File: config.mk
export PLATFORM = sky130hd
export DESIGN_NAME = mult_arbiter
export DESIGN_NICKNAME = d
export VERILOG_FILES = /design/src/rtl/mult_arbiter.sv
export SDC_FILE = /design/constraint.sdc
export NUM_CORES = 1
export LEC_CHECK = 0
export ABC_AREA = 1
export ABC_CLOCK_PERIOD_IN_PS = 6700
export CORE_MARGIN = 10
export CORE_UTILIZATION = 25
export DETAILED_ROUTE_END_ITERATION = 7
export PLACE_DENSITY = 0.43
export SLEW_MARGIN = 10
export SYNTH_ARGS = -nofsm -noshare
export SYNTH_HDL_FRONTEND = slang
export SYNTH_SLANG_ARGS = --single-unit
File: constraint.sdc
create_clock -name clk_i -period 6.7 [get_ports clk_i]
set_clock_uncertainty 0.1 [all_clocks]
set_input_delay 2.01 -clock clk_i [delete_from_list [all_inputs] [get_ports clk_i]]
set_output_delay 2.01 -clock clk_i [all_outputs]
set_load 0.05 [all_outputs]
File: src/rtl/mult_arbiter.sv
// Round-robin arbiter that shares one registered signed multiplier among NUM_REQ requesters.
// Each response carries the index of the requester that issued the operands.
//
//   state | meaning
//   IDLE  | grant the round-robin winner, latch its operands and id
//   MULT  | register the product and id, raise rsp_valid_o
//   RESP  | hold the response until rsp_ready_i
module mult_arbiter #(
  parameter int DATA_WIDTH     = 8,
  parameter int DATA_WIDTH_OUT = 2*DATA_WIDTH,
  parameter int NUM_REQ        = 4,
  parameter int ID_WIDTH       = (NUM_REQ > 1) ? $clog2(NUM_REQ) : 1
) (
  input  logic                          clk_i,
  input  logic                          rst_n_i,
  input  logic [NUM_REQ-1:0]            req_valid_i,
  input  logic [NUM_REQ*DATA_WIDTH-1:0] req_A_i,
  input  logic [NUM_REQ*DATA_WIDTH-1:0] req_B_i,
  output logic [NUM_REQ-1:0]            req_ready_o,
  output logic                          rsp_valid_o,
  output logic [ID_WIDTH-1:0]           rsp_id_o,
  output logic [DATA_WIDTH_OUT-1:0]     rsp_product_o,
  input  logic                          rsp_ready_i
);

  typedef enum logic [1:0] {IDLE, MULT, RESP} state_t;

  localparam int SW = ID_WIDTH + 1;

  state_t                      state_q, state_d;
  logic [ID_WIDTH-1:0]         rr_ptr_q, rr_ptr_d;
  logic [ID_WIDTH-1:0]         id_q, id_d;
  logic [DATA_WIDTH-1:0]       op_a_q, op_a_d;
  logic [DATA_WIDTH-1:0]       op_b_q, op_b_d;
  logic                        rsp_valid_q, rsp_valid_d;
  logic [ID_WIDTH-1:0]         rsp_id_q, rsp_id_d;
  logic [DATA_WIDTH_OUT-1:0]   rsp_product_q, rsp_product_d;

  logic                        found;
  logic [ID_WIDTH-1:0]         winner;
  logic [NUM_REQ-1:0]          grant;
  logic [DATA_WIDTH-1:0]       a_sel, b_sel;
  logic signed [2*DATA_WIDTH-1:0] prod_full;
  logic [DATA_WIDTH_OUT-1:0]   prod_fit;

  // Search starts at rr_ptr and wraps; the sum is reduced modulo NUM_REQ by one subtraction.
  always_comb begin
    logic [SW-1:0]       sum;
    logic [ID_WIDTH-1:0] idx;
    found  = 1'b0;
    winner = '0;
    sum    = '0;
    idx    = '0;
    for (int i = 0; i < NUM_REQ; i++) begin
      sum = {1'b0, rr_ptr_q} + SW'(i);
      if (sum >= SW'(NUM_REQ)) sum = sum - SW'(NUM_REQ);
      idx = sum[ID_WIDTH-1:0];
      if (!found && req_valid_i[idx]) begin
        found  = 1'b1;
        winner = idx;
      end
    end
  end

  always_comb begin
    a_sel = '0;
    b_sel = '0;
    for (int k = 0; k < NUM_REQ; k++) begin
      if (winner == ID_WIDTH'(k)) begin
        a_sel = req_A_i[k*DATA_WIDTH +: DATA_WIDTH];
        b_sel = req_B_i[k*DATA_WIDTH +: DATA_WIDTH];
      end
    end
  end

  assign grant       = found ? (NUM_REQ'(1) << winner) : '0;
  assign req_ready_o = (rst_n_i && state_q == IDLE) ? grant : '0;

  // Size casts of signed values sign-extend, or keep the low bits when narrowing.
  assign prod_full = (2*DATA_WIDTH)'($signed(op_a_q)) * (2*DATA_WIDTH)'($signed(op_b_q));
  assign prod_fit  = DATA_WIDTH_OUT'(prod_full);

  always_comb begin
    state_d       = state_q;
    rr_ptr_d      = rr_ptr_q;
    id_d          = id_q;
    op_a_d        = op_a_q;
    op_b_d        = op_b_q;
    rsp_valid_d   = rsp_valid_q;
    rsp_id_d      = rsp_id_q;
    rsp_product_d = rsp_product_q;
    case (state_q)
      IDLE: begin
        if (found) begin
          op_a_d   = a_sel;
          op_b_d   = b_sel;
          id_d     = winner;
          rr_ptr_d = (winner == ID_WIDTH'(NUM_REQ-1)) ? '0 : winner + ID_WIDTH'(1);
          state_d  = MULT;
        end
      end
      MULT: begin
        rsp_product_d = prod_fit;
        rsp_id_d      = id_q;
        rsp_valid_d   = 1'b1;
        state_d       = RESP;
      end
      RESP: begin
        if (rsp_ready_i) begin
          rsp_valid_d = 1'b0;
          state_d     = IDLE;
        end
      end
      default: state_d = IDLE;
    endcase
  end

  always_ff @(posedge clk_i) begin
    if (!rst_n_i) begin
      state_q       <= IDLE;
      rr_ptr_q      <= '0;
      id_q          <= '0;
      op_a_q        <= '0;
      op_b_q        <= '0;
      rsp_valid_q   <= 1'b0;
      rsp_id_q      <= '0;
      rsp_product_q <= '0;
    end else begin
      state_q       <= state_d;
      rr_ptr_q      <= rr_ptr_d;
      id_q          <= id_d;
      op_a_q        <= op_a_d;
      op_b_q        <= op_b_d;
      rsp_valid_q   <= rsp_valid_d;
      rsp_id_q      <= rsp_id_d;
      rsp_product_q <= rsp_product_d;
    end
  end

  assign rsp_valid_o   = rsp_valid_q;
  assign rsp_id_o      = rsp_id_q;
  assign rsp_product_o = rsp_product_q;

endmodule

==> impl.org <==
** Synthesis
- Post-Synthesis Cells :: 781
- Summing the sequential cell areas from Yosys gives 16.2% of the chip area.
- Syn_nets :: 940
- Number of distinct library cells after synthesis :: 32
- Syn_area_per_cell :: 6.50 sq um
- Post-synth top cells :: sky130_fd_sc_hd__nand2_1 (221), sky130_fd_sc_hd__inv_1 (170), sky130_fd_sc_hd__nor2_1 (79)
- Of all cell types, the one taking the most synthesized area is sky130_fd_sc_hd__fa_1.
- EDFF count, synth :: 0
- Yosys printed 0 warnings.
- Sorting the synthesized cells by area gives the leading types as sky130_fd_sc_hd__fa_1 (22%), sky130_fd_sc_hd__nand2_1 (16%), sky130_fd_sc_hd__dfxtp_1 (16%).
- Async S/R FF share, synth :: 0%
- Number of storage elements in the synthesis netlist :: 41
- Summing every instance area after synthesis gives 5070 sq um.
- Most frequent cell after synthesis :: sky130_fd_sc_hd__nand2_1
- Synth top area share :: 21.7%
- In the synthesized netlist the dominant register cell turns out to be sky130_fd_sc_hd__dfxtp_1.

** Floorplanning
- Total core area :: 20100 sq um
- 94 I/O pins were placed.
- Height of the die :: 162 um
- Once the floorplan was initialized, standard cells occupied 25.2% of the core.
- The floorplan step defined a die boundary enclosing 26400 sq um.
- Row Count :: 52
- Horizontal die dimension :: 162 um

** Critical path
- The worst setup path is captured at a primary output.
- Depth of the worst register-to-register path :: 20
- Data on the critical path is required at its endpoint by 4.59 ns.
- Critical path class :: input port to primary output
- Along the worst path, the maximum fanout reaches 4.
- The worst setup path is launched from an input port.
- STA puts the critical path data arrival time at 3.96 ns.

** Global route
- The total overflow left after global routing is 0.
- Vias in the first global route :: 4739
- Global router's overall resource usage :: 11.4%
- The initial antenna violation count is 0.
- Entering global routing, the biggest net connects 33 pins.
- The first global-routing pass estimated 24.5 mm of wire.

** Power and ir drop
- In this run the power density over the cells is 511 nW/um^2.
- Maximum vdd ir drop :: 200 uV
- The analysis attributes to cell leakage a power of 3.43 nW.

** Finish
- Summing all flip-flop and latch instances after layout gives 821 sq um.
- 0 antenna diodes ended up in the layout.
- Layout cells sized above 1 :: 4.22%
- Cells fill 31.9% of the core in the end.
- In the final layout, the multi-input gates occupy 3430 sq um.
- Relative area change from synthesis to final layout :: 26.2%
- Number of inserted filler cells in the final layout :: 2253
- Final Net Count :: 1012

** STA
- Setup repair after global routing left no endpoint under its margin.
- The max-slew violation total from the final report came to 0.
- Slew Limit Headroom :: 51.2%
- Minimum clock period :: 6.07 ns
- After layout, the worst path uses 90.7% of the clock period.
- For the pin with the worst max-slew slack, the measured transition is 0.728 ns.
- Setup violations remaining at the end of the flow were counted as 0.
- Minimum setup slack in the final design :: 0.625 ns
- Number of endpoints with negative hold slack in the final report :: 0
- Total Negative Setup Slacks :: 0 ns
- Timing-limited maximum frequency :: 165 MHz

** Clock tree
- # Post-CTS Setup Buffers :: 0
- Root Buffer :: sky130_fd_sc_hd__clkbuf_16
- In this run the number of H-tree levels came out at 2.
- Gates resized during post-CTS repair numbered 0.
- TritonCTS built the clock tree.
- Clock-pin slew was measured on the worst setup and hold paths at 0.07 ns.
- The clock passes through at most 2 buffers.
- The tree built by TritonCTS fans out to 41 sinks.
- Hold buffer count at cts :: 0
- Insertion delay of the later-clocked pin in the worst-skew pair :: 0.29 ns
- Number of buffers inserted during clock tree synthesis :: 5

** Route
- Dividing the detail-routed via count by the number of cells gives 4.06.
- For this block, the via count after detailed routing is 4565.
- Detailed Routing Iterations Pass 1 :: 4
- Detailed Route WL :: 14.4 mm
- Detailed-route DRC error count :: 0
- The first routing iteration left 250 violations.
- Remaining antenna violation count :: 0
- Wirelength per Cell :: 12.8 um

** Placed design
- Worst setup slack before clock tree synthesis :: 0.639 ns
- I/O Buffers :: 93
- RD Place Congestion :: 0.824
- After legalization and detailed placement, the total HPWL measured 12.3 mm.

** Hold path
- The path class of the tightest hold or removal check is register to register.
- Hold Crit Depth :: 2

** Run status
- The flow ran to the end, and the final reports show no timing, DRC or antenna violations.

** Flow run
- Max_cap viols :: 0
sequential cells by signal (all words and copies together) (netlist names):
signal and count:
rr_ptr_q 2, state_q 2, rsp_id_o 2, op_b_q 8
rsp_product_o 16, op_a_q 8, rsp_valid_o 1, id_q 2
power by group:
| part | switching [mW] | total [mW] | internal [mW] |
|---|---|---|---|
| Sequential | 0.134 | 0.469 | 0.335 |
| Clock | 0.105 | 0.243 | 0.139 |
| Combinational | 1.62 | 2.56 | 0.941 |
cell usage in the layout (no fill, tap or decap):
master                              n
sky130_fd_sc_hd__xnor2_1            3
sky130_fd_sc_hd__nand2_1          221
sky130_fd_sc_hd__clkinv_1           1
sky130_fd_sc_hd__a21oi_1           35
sky130_fd_sc_hd__nand2_2            8
sky130_fd_sc_hd__nor2_4             1
sky130_fd_sc_hd__ha_1              33
sky130_fd_sc_hd__inv_4              1
sky130_fd_sc_hd__a211oi_1           1
sky130_fd_sc_hd__fa_1              55
sky130_fd_sc_hd__nor2_1            79
sky130_fd_sc_hd__o21ai_1            2
sky130_fd_sc_hd__clkinv_2           1
sky130_fd_sc_hd__inv_2              3
sky130_fd_sc_hd__nand3_1           24
sky130_fd_sc_hd__inv_1            170
sky130_fd_sc_hd__a31oi_1            1
sky130_fd_sc_hd__xor2_1             3
sky130_fd_sc_hd__nand3b_1           1
sky130_fd_sc_hd__nand4_1            3
sky130_fd_sc_hd__clkinvlp_4         1
sky130_fd_sc_hd__dfxtp_1           41
sky130_fd_sc_hd__clkdlybuf4s50_1   89
sky130_fd_sc_hd__nor3_1             1
sky130_fd_sc_hd__clkbuf_16          5
sky130_fd_sc_hd__nand2_4            1
sky130_fd_sc_hd__a21o_1             1
sky130_fd_sc_hd__buf_12             3
sky130_fd_sc_hd__inv_6              1
sky130_fd_sc_hd__o21ai_0           51
sky130_fd_sc_hd__nand3_2            3
sky130_fd_sc_hd__o21bai_1           1
sky130_fd_sc_hd__o211ai_1           2
sky130_fd_sc_hd__buf_4              8
cells by family (layout without fill, tap and decap cells):
group | after synthesis | in the layout | synth area share, %
AO/OA/AOI/OAI | 94 | 94 | 9.54
XOR/XNOR | 6 | 6 | 1.04
adder cells (fa/ha/maj) | 88 | 88 | 29.8
buffers and inverters | 210 | 283 | 16.2
flip-flops | 41 | 41 | 16.2
AND/OR/NAND/NOR | 342 | 342 | 27.2
through the flow:
step	power (mW)	instances	instance area, sq um	hold WS (ns)
floorplan	2.37	781	5070	0.329
global placement	3.10	1116	6260	0.368
global route	3.75	1124	6410	0.414
CTS	3.35	1124	6410	0.388
finish	3.27	1124	6410	0.384
detailed placement	3.06	1116	6260	0.369
worst max-delay path, cell delays in order:
cell and delay, ns:
sky130_fd_sc_hd__clkdlybuf4s50_1 0.43, sky130_fd_sc_hd__inv_1 0.09, sky130_fd_sc_hd__nand2_2 0.06, sky130_fd_sc_hd__nand3_2 0.10, sky130_fd_sc_hd__nand2_2 0.09, sky130_fd_sc_hd__nor2_4 0.15, sky130_fd_sc_hd__nand3_1 0.10, sky130_fd_sc_hd__nand3_1 0.08
sky130_fd_sc_hd__nand2_1 0.15, sky130_fd_sc_hd__inv_1 0.12, sky130_fd_sc_hd__ha_1 0.18, sky130_fd_sc_hd__inv_1 0.06, sky130_fd_sc_hd__nor2_1 0.18, sky130_fd_sc_hd__buf_12 0.17
worst paths after layout:
path / startpoint / to / slack, ns
max reg2reg: op_b_q[2]$_SDFFE_PN0P_ / rsp_product_o[15]$_SDFFE_PN0P_ / 2.11
min reg2reg: rsp_product_o[0]$_SDFFE_PN0P_ / rsp_product_o[0]$_SDFFE_PN0P_ / 0.38
min: rsp_product_o[0]$_SDFFE_PN0P_ / rsp_product_o[0]$_SDFFE_PN0P_ / 0.38
max: req_valid_i[3] / req_ready_o[2] / 0.63
area by class of cell:
class	instances	share of cell area, %
multi-input combinational	530	53.6
timing repair buffer	100	15.8
sequential	41	12.8
inverter	175	10.3
tap	270	5.27
clock buffer	5	1.95
clock inverter	3	0.332
metal layers:
metal	share of wire, %	GRT usage [%]	vias to the layer above
met5	0	0	-
met4	0.31	1.28	0
met3	2.7	2.20	4
met2	48	19.4	38
met1	49	15.0	2069
li1	-	-	2454
Note: power is estimated with default switching activity, not from simulation.
